--- src/rtl/fft16_pkg.sv ---
// Shared types and constants for the 16-point FFT frame sequencer.
// The bitrev4() helper maps a natural index to its decimation-in-time slot.
package fft16_pkg;

    localparam int FFT_PTS = 16;
    localparam int IDX_W   = 4;

    typedef enum logic [2:0] {
        ST_FILL,
        ST_COMMIT,
        ST_START,
        ST_WAIT,
        ST_DRAIN
    } state_t;

    function automatic logic [IDX_W-1:0] bitrev4(input logic [IDX_W-1:0] i_v);
        return {i_v[0], i_v[1], i_v[2], i_v[3]};
    endfunction

endpackage

--- src/rtl/fft16_idx_cnt.sv ---
// 4-bit frame index counter with increment enable.
// o_wrap flags the increment that rolls the count from the last point back to 0.
module fft16_idx_cnt
    import fft16_pkg::*;
(
    input  logic             i_clk,
    input  logic             i_rst,
    input  logic             i_inc,
    output logic [IDX_W-1:0] o_cnt,
    output logic             o_wrap
);

    logic [IDX_W-1:0] r_cnt;

    always_ff @(posedge i_clk or posedge i_rst) begin
        if (i_rst) begin
            r_cnt <= '0;
        end else if (i_inc) begin
            r_cnt <= r_cnt + 1'b1;
        end
    end

    assign o_cnt  = r_cnt;
    assign o_wrap = i_inc && (r_cnt == IDX_W'(FFT_PTS - 1));

endmodule

--- src/rtl/fft16_frame_ctrl.sv ---
// Frame sequencer: fill 16 samples, commit bank, start FFT, wait for done, drain 16 results.
// Define FFT16_BITREV_EN to write staging slots in bit-reversed order.
module fft16_frame_ctrl
    import fft16_pkg::*;
#(
    parameter int N        = 16,
    parameter int WAIT_MAX = 64
) (
    input  logic             i_clk,
    input  logic             i_rst,
    input  logic             s_valid,
    output logic             s_ready,
    output logic [IDX_W-1:0] o_wr_idx,
    output logic             o_wr_en,
    output logic             o_bank_we,
    output logic             o_fft_start,
    input  logic             i_fft_done,
    output logic [IDX_W-1:0] o_rd_idx,
    output logic             m_valid,
    input  logic             m_ready,
    output logic             m_last,
    output logic             o_busy,
    output logic             o_err
);

    localparam int WAIT_W = $clog2(WAIT_MAX);

    // N sizes the external sample datapath; this block only sequences indices.
    if (N < 1) begin : g_bad_width
    end

    state_t             r_state;
    state_t             w_nxt;
    logic [WAIT_W-1:0]  r_wait_cnt;
    logic               r_err;
    logic               w_wr_inc;
    logic               w_rd_inc;
    logic               w_wr_wrap;
    logic               w_rd_wrap;
    logic               w_timeout;
    logic [IDX_W-1:0]   w_wr_cnt;
    logic [IDX_W-1:0]   w_rd_cnt;

    fft16_idx_cnt u_wr_cnt (
        .i_clk  (i_clk),
        .i_rst  (i_rst),
        .i_inc  (w_wr_inc),
        .o_cnt  (w_wr_cnt),
        .o_wrap (w_wr_wrap)
    );

    fft16_idx_cnt u_rd_cnt (
        .i_clk  (i_clk),
        .i_rst  (i_rst),
        .i_inc  (w_rd_inc),
        .o_cnt  (w_rd_cnt),
        .o_wrap (w_rd_wrap)
    );

    always_ff @(posedge i_clk or posedge i_rst) begin
        if (i_rst) begin
            r_state <= ST_FILL;
        end else begin
            r_state <= w_nxt;
        end
    end

    always_comb begin
        w_nxt       = r_state;
        s_ready     = 1'b0;
        o_bank_we   = 1'b0;
        o_fft_start = 1'b0;
        m_valid     = 1'b0;
        m_last      = 1'b0;
        o_busy      = 1'b1;
        w_wr_inc    = 1'b0;
        w_rd_inc    = 1'b0;
        w_timeout   = 1'b0;
        case (r_state)
            ST_FILL: begin
                s_ready  = 1'b1;
                o_busy   = 1'b0;
                w_wr_inc = s_valid;
                if (w_wr_wrap) w_nxt = ST_COMMIT;
            end
            ST_COMMIT: begin
                o_bank_we = 1'b1;
                w_nxt     = ST_START;
            end
            ST_START: begin
                o_fft_start = 1'b1;
                w_nxt       = ST_WAIT;
            end
            ST_WAIT: begin
                // A done arriving on the expiry clock still wins over the timeout.
                if (i_fft_done) begin
                    w_nxt = ST_DRAIN;
                end else if (r_wait_cnt == WAIT_W'(WAIT_MAX - 1)) begin
                    w_timeout = 1'b1;
                    w_nxt     = ST_FILL;
                end
            end
            ST_DRAIN: begin
                m_valid  = 1'b1;
                m_last   = (w_rd_cnt == IDX_W'(FFT_PTS - 1));
                w_rd_inc = m_ready;
                if (w_rd_wrap) w_nxt = ST_FILL;
            end
            default: w_nxt = ST_FILL;
        endcase
    end

    always_ff @(posedge i_clk or posedge i_rst) begin
        if (i_rst) begin
            r_wait_cnt <= '0;
        end else if (r_state == ST_START) begin
            r_wait_cnt <= '0;
        end else if (r_state == ST_WAIT) begin
            r_wait_cnt <= r_wait_cnt + 1'b1;
        end
    end

    always_ff @(posedge i_clk or posedge i_rst) begin
        if (i_rst) begin
            r_err <= 1'b0;
        end else if (w_timeout) begin
            r_err <= 1'b1;
        end
    end

    assign o_wr_en  = w_wr_inc;
    assign o_rd_idx = w_rd_cnt;
    assign o_err    = r_err;

`ifdef FFT16_BITREV_EN
    assign o_wr_idx = bitrev4(w_wr_cnt);
`else
    assign o_wr_idx = w_wr_cnt;
`endif

endmodule
--- config.mk ---
export PLATFORM = sky130hd
export DESIGN_NAME = fft16_frame_ctrl
export DESIGN_NICKNAME = d
export VERILOG_FILES = /design/src/rtl/fft16_pkg.sv /design/src/rtl/fft16_idx_cnt.sv /design/src/rtl/fft16_frame_ctrl.sv
export SDC_FILE = /design/constraint.sdc
export NUM_CORES = 1
export LEC_CHECK = 0
export CAP_MARGIN = 0
export CELL_PAD_IN_SITES_DETAIL_PLACEMENT = 1
export CELL_PAD_IN_SITES_GLOBAL_PLACEMENT = 1
export CORE_UTILIZATION = 41
export DETAILED_ROUTE_END_ITERATION = 12
export GPL_TIMING_DRIVEN = 0
export PLACE_DENSITY_LB_ADDON = 0.2
export SYNTH_ARGS = -nofsm -noshare
export SYNTH_HDL_FRONTEND = slang
export SYNTH_SLANG_ARGS = --single-unit
--- constraint.sdc ---
create_clock -name i_clk -period 2.54 [get_ports i_clk]
set_clock_uncertainty 0.2 [all_clocks]
set_input_delay 0.254 -clock i_clk [delete_from_list [all_inputs] [get_ports i_clk]]
set_output_delay 0.254 -clock i_clk [all_outputs]
set_load 0.01 [all_outputs]
# Yosys cells after proc, flatten, opt, wreduce, memory -nomap -nowiden
# Index checks and enable logic that the tools add are counted.
totals:
  input_bits: 5
  elab_cells: 41
  out_inout_bits: 16
  register_bits: 18
classes:
  n_reduce_logical: 5
  add_sub_neg: 3
  eq_ne: 10
  mux: 18
op_table:
  columns: ["operator", "count"]
  rows:
  - ["$pmux W3 S5", 1]
  - ["$mux W3", 4]
  - ["$mux W6", 2]
  - ["$mux W1", 11]
  - ["$add A4 B1 Y4 const B", 2]
  - ["$eq A4 B4 Y1 const B", 2]
  - ["$add A6 B1 Y6 const B", 1]
  - ["$eq A3 B2 Y1 const B", 2]
  - ["$eq A6 B6 Y1 const B", 1]
  - ["$ne A2 B1 Y1 const B", 2]
  - ["$eq A3 B1 Y1 const B", 1]
  - ["$eq A3 B3 Y1 const B", 1]
  - ["$logic_not A3 Y1", 1]
  - ["$ne A3 B3 Y1 const B", 1]
  - ["$reduce_and A3 Y1", 1]
  - ["$logic_and A1 B1 Y1", 2]
  - ["$reduce_bool A2 Y1", 1]

# Longest topological paths before layout
depth:
  ltp_word: 5
  depth_mapped: 5
  ltp_nobuf: 4

# By module
# From an unflattened synthesis, not the netlist that was laid out.
unflattened:
  cells_unflattened: 91
  area_unflattened_um2: 904.6
modules_own_cells:
  columns: ["module", "instances", "cells_per_inst", "area_each_um2", "seq_area_each_um2"]
  rows:
  - ["fft16_frame_ctrl", 1, 63, 561.8, 250.2]
  - ["fft16_idx_cnt", 2, 14, 171.4, 100.1]

# Least setup slack after synthesis
# No wires, ideal clock.
synth_timing:
  path_type: "reg2reg"
  startpoint: "reg r_state[1]"
  endpoint: "reg u_wr_cnt.r_cnt[1] (netlist: u_wr_cnt.o_cnt[1])"
  required_time_ns: 2.215
  synth_period_minus_slack_ns: 1.670
  setup_ns: 0.125
  slack_ns: 0.870
  t_arrival_ns: 1.345
  stages_incl_launch_ff: 4
  path_buffers: 1
  cell_sequence: "dfrtp_1 -> buf_6 -> nor4b_4 -> mux2_2"
synth_via:
  elab_chain_len: 2
synth_lines:
  columns: ["element", "line", "source"]
  rows:
  - ["from (decl)", "fft16_frame_ctrl.sv:32", "state_t r_state;"]
  - ["from (signal assigned)", "fft16_frame_ctrl.sv:64", "r_state <= w_nxt;"]
  - ["$logic_not A3 Y1", "fft16_frame_ctrl.sv:79", "case (r_state)"]
  - ["$mux W1", "fft16_frame_ctrl.sv:79", null]
  - ["via o_wr_en", "fft16_frame_ctrl.sv:14", "output logic o_wr_en,"]
  - ["to (signal assigned)", "fft16_idx_cnt.sv:19", "r_cnt <= r_cnt + 1'b1;"]
  - ["to (decl)", "fft16_idx_cnt.sv:13", "logic [IDX_W-1:0] r_cnt;"]
# The timed path passes the listed nets, and every way through them passes these cells.
# A chain may end at the register's enable or synchronous reset.

# Worst setup path in the final report
layout_timing:
  startpoint: "reg r_state[1]"
  endpoint: "out m_last"
layout_via:
  elab_chain_len: 2
layout_lines:
  columns: ["element", "line", "source"]
  rows:
  - ["$eq A3 B3 Y1", "fft16_frame_ctrl.sv:79", null]
  - ["$mux W1", "fft16_frame_ctrl.sv:79", null]
  - ["to (decl)", "fft16_frame_ctrl.sv:21", "output logic m_last,"]
# Every way passes these cells.

==> results.sh <==
export IMPL_status="complete, no violations"
export IMPL_tritoncts="done"
export IMPL_post_cts_setup_buffers=0
export IMPL_ios=21
export IMPL_syn_area_per_cell_um2=11.19
export IMPL_clk_latency_ns=0.29
export IMPL_worstPathArrival_ns=1.92
export IMPL_dpl_cell_area_um2=1197
export IMPL_dp_cells=134
export IMPL_clockBufferDepth=2
export IMPL_reg2reg_from="r_wait_cnt[0]"
export IMPL_fill_cells=255
export IMPL_power_density_nw_per_um2=1060
export IMPL_dieArea_um2=2545
export IMPL_ys_warn_count=0
export IMPL_reg2reg_depth=4
export IMPL_wl_per_cell_um=15.48
export IMPL_rows=17
export IMPL_drv_slew=0
export IMPL_max_cap_viol_count=0
export IMPL_worstHoldPathType="input pin to asynchronous set/reset pin"
export IMPL_path_cells="buf_6 > nor3b_4 > and4_1 > clkdlybuf4s50_1"
export IMPL_hold_slack_ns=0.1719
export IMPL_cp_max_fo=10
export IMPL_maxSlewHeadroom=0.5185
export IMPL_postRouteAntennaNets=0
export IMPL_synth_top_family_by_area="simple AND/OR/NAND/NOR gates"
export IMPL_vias=752
export IMPL_fin_area_um2=1220
export IMPL_critical_path_required_ns=2.09
export IMPL_fmax_mhz=420.3
export IMPL_grt_setup_unrepaired="false"
export IMPL_synth_seq_cells=18
export IMPL_synth_compound_area_frac=0.1105
export IMPL_ir_drop_v=0.0006113
export IMPL_yosysUniqueCellTypes=35
export IMPL_crit_path_end_kind="output pin"
export IMPL_wl_mm=2.121
export IMPL_post_route_min_period_ns=2.379
export IMPL_grt_pass1_vias=795
export IMPL_grt_max_degree=19
export IMPL_clock_sinks=18
export IMPL_critPathMaxStageDelay_ns=0.53
export IMPL_synthXorXnorAreaFrac=0.05462
export IMPL_cp_num_cells=4
export IMPL_synth_area_um2=962.2
export IMPL_min_period_over_period=0.9366
export IMPL_via_per_inst=5.489
export IMPL_synthCells=86
export IMPL_firstDrtPassIters=4
export IMPL_synthesis_nets=94
export IMPL_utilization=0.5515
export IMPL_num_antenna_cells=0
export IMPL_htree_levels=1
export IMPL_ys_seq_area_frac=0.4681
export IMPL_power_total_mw=1.293
export IMPL_gp_congestion=0.7368
export IMPL_drc_errors=0
export IMPL_path_clk_slew_ns=0.10
export IMPL_dieWidth_um=50.45
export IMPL_portBuffers=20
export IMPL_finalNonFillerCells=137
export IMPL_dpl_worst_slack_ns=0.3909
export IMPL_layout_drive_gt1_share=0.1284
export IMPL_worst_pin_slew_ns=0.7215
export IMPL_start_util=0.4350
export IMPL_critical_path_class="register to output pin"
export IMPL_synthAdderAreaFrac=0.03901
export IMPL_setup_viol=0
export IMPL_core_area_um2=2212
export IMPL_grt_pass1_wl_mm=3.608
export IMPL_cts_buffers=3
export IMPL_crit_family="buffers and inverters"
export IMPL_async_reset_ff_frac=1.000
export IMPL_seq_area_um2=450.4
export IMPL_multi_input_area_um2=452.9
export IMPL_cts_root_buffer="clkbuf_4"
export IMPL_slowest_stage="clkdlybuf4s50_1"
export IMPL_nets=119
export IMPL_critical_path_startpoint="r_state[1]"
export IMPL_drt_iter0_drc=5
export IMPL_gr_total_overflow=0
export IMPL_dp_hpwl_mm=1.553
export IMPL_fin_ws_ns=0.1610
export IMPL_cp_num_buf_inv=2
export IMPL_grtUsageTotal=0.1924
export IMPL_yosys_area_share_simple=0.2432
export IMPL_synthFlopType="dfrtp_1"
export IMPL_final_hold_viol_count=0
export IMPL_setup_tns_ns=0
export IMPL_antenna_found_initial=0
export IMPL_synthMuxAreaShare=0.02341
export IMPL_power_leakage_nw=0.5157
export IMPL_startpoint_type="register"
export IMPL_cts_resized_gates=0
export IMPL_die_h_um=50.45
export IMPL_areaGrowthSynthToFinish_pct=26.79
export IMPL_holdBufCountCts=0
export IMPL_synth_edf_count=0
[registers in the layout (all words and copies together), names as in the netlist]
register / flops
u_wr_cnt.o_cnt: 4
r_wait_cnt: 6
o_err: 1
u_rd_cnt.o_cnt: 4
r_state: 3
[layout by cell type, fill, tap and decap left out, types with 2 or more instances in the layout]
cell type,n
nand4_1,2
dfrtp_1,18
o21ai_0,5
and3_1,2
inv_1,3
o31ai_1,2
nor2_1,2
nand2_1,8
nand4b_1,2
clkdlybuf4s50_1,20
mux2_2,2
nand3_1,8
xnor2_1,5
clkbuf_4,3
ha_1,3
buf_6,3
[worst reg2reg max path: stages, from the launching register on]
cell     delay (ns)
dfrtp_1        0.46
ha_1           0.32
nand3_1        0.13
or4b_1         0.47
nand3_1        0.10
[routing by layer]
layer | routed length (um) | track usage | vias up
met5 | 0 | 0 | -
met4 | 35 | 0.08333 | 0
met3 | 71 | 0.02727 | 4
met2 | 1073 | 0.3333 | 15
met1 | 940 | 0.2361 | 369
li1 | - | - | 364
[report_power, final]
group / total, mW / internal (mW) / switching (mW)
clock: 0.143 / 0.0553 / 0.0877
combinational: 0.663 / 0.366 / 0.297
sequential: 0.487 / 0.373 / 0.114
[cell type report]
type,instances,area share
tap,28,0.02872
clock buffer,3,0.01846
multi-input combinational,61,0.3713
inverter,3,0.009231
buffer,4,0.03897
sequential,18,0.3692
timing repair buffer,20,0.1641
[cells by family after synthesis]
| logic type | count (synthesis) |
|---|---|
| AND/OR/NAND/NOR | 35 |
| flip-flops | 18 |
| AO/OA/AOI/OAI | 15 |
| buffers and inverters | 7 |
| XOR/XNOR | 6 |
| adder cells (fa/ha/maj) | 3 |
| multiplexers | 2 |
[cells in the mapped netlist (2+ instances only)]
master	count	area share
nand4_1	2	0.013
nor2_1	2	0.0078
ha_1	3	0.039
buf_6	3	0.035
dfrtp_1	18	0.47
mux2_2	2	0.023
nand2_1	8	0.031
nand4b_1	2	0.018
inv_1	3	0.012
and3_1	2	0.013
xnor2_1	5	0.046
o21ai_0	5	0.026
nand3_1	8	0.042
o31ai_1	2	0.016
[path summary, 6_finish.rpt]
kind                                     endpoint  slack (ns)
worst min register to register              o_err        0.29
max in group asynchronous           r_wait_cnt[4]        1.51
worst max register to register      r_wait_cnt[4]        0.80
worst min-delay path            u_wr_cnt.o_cnt[1]        0.17
worst max-delay path                       m_last        0.16
min in group i_clk                          o_err        0.29
Power figures use the tool's default switching activity.
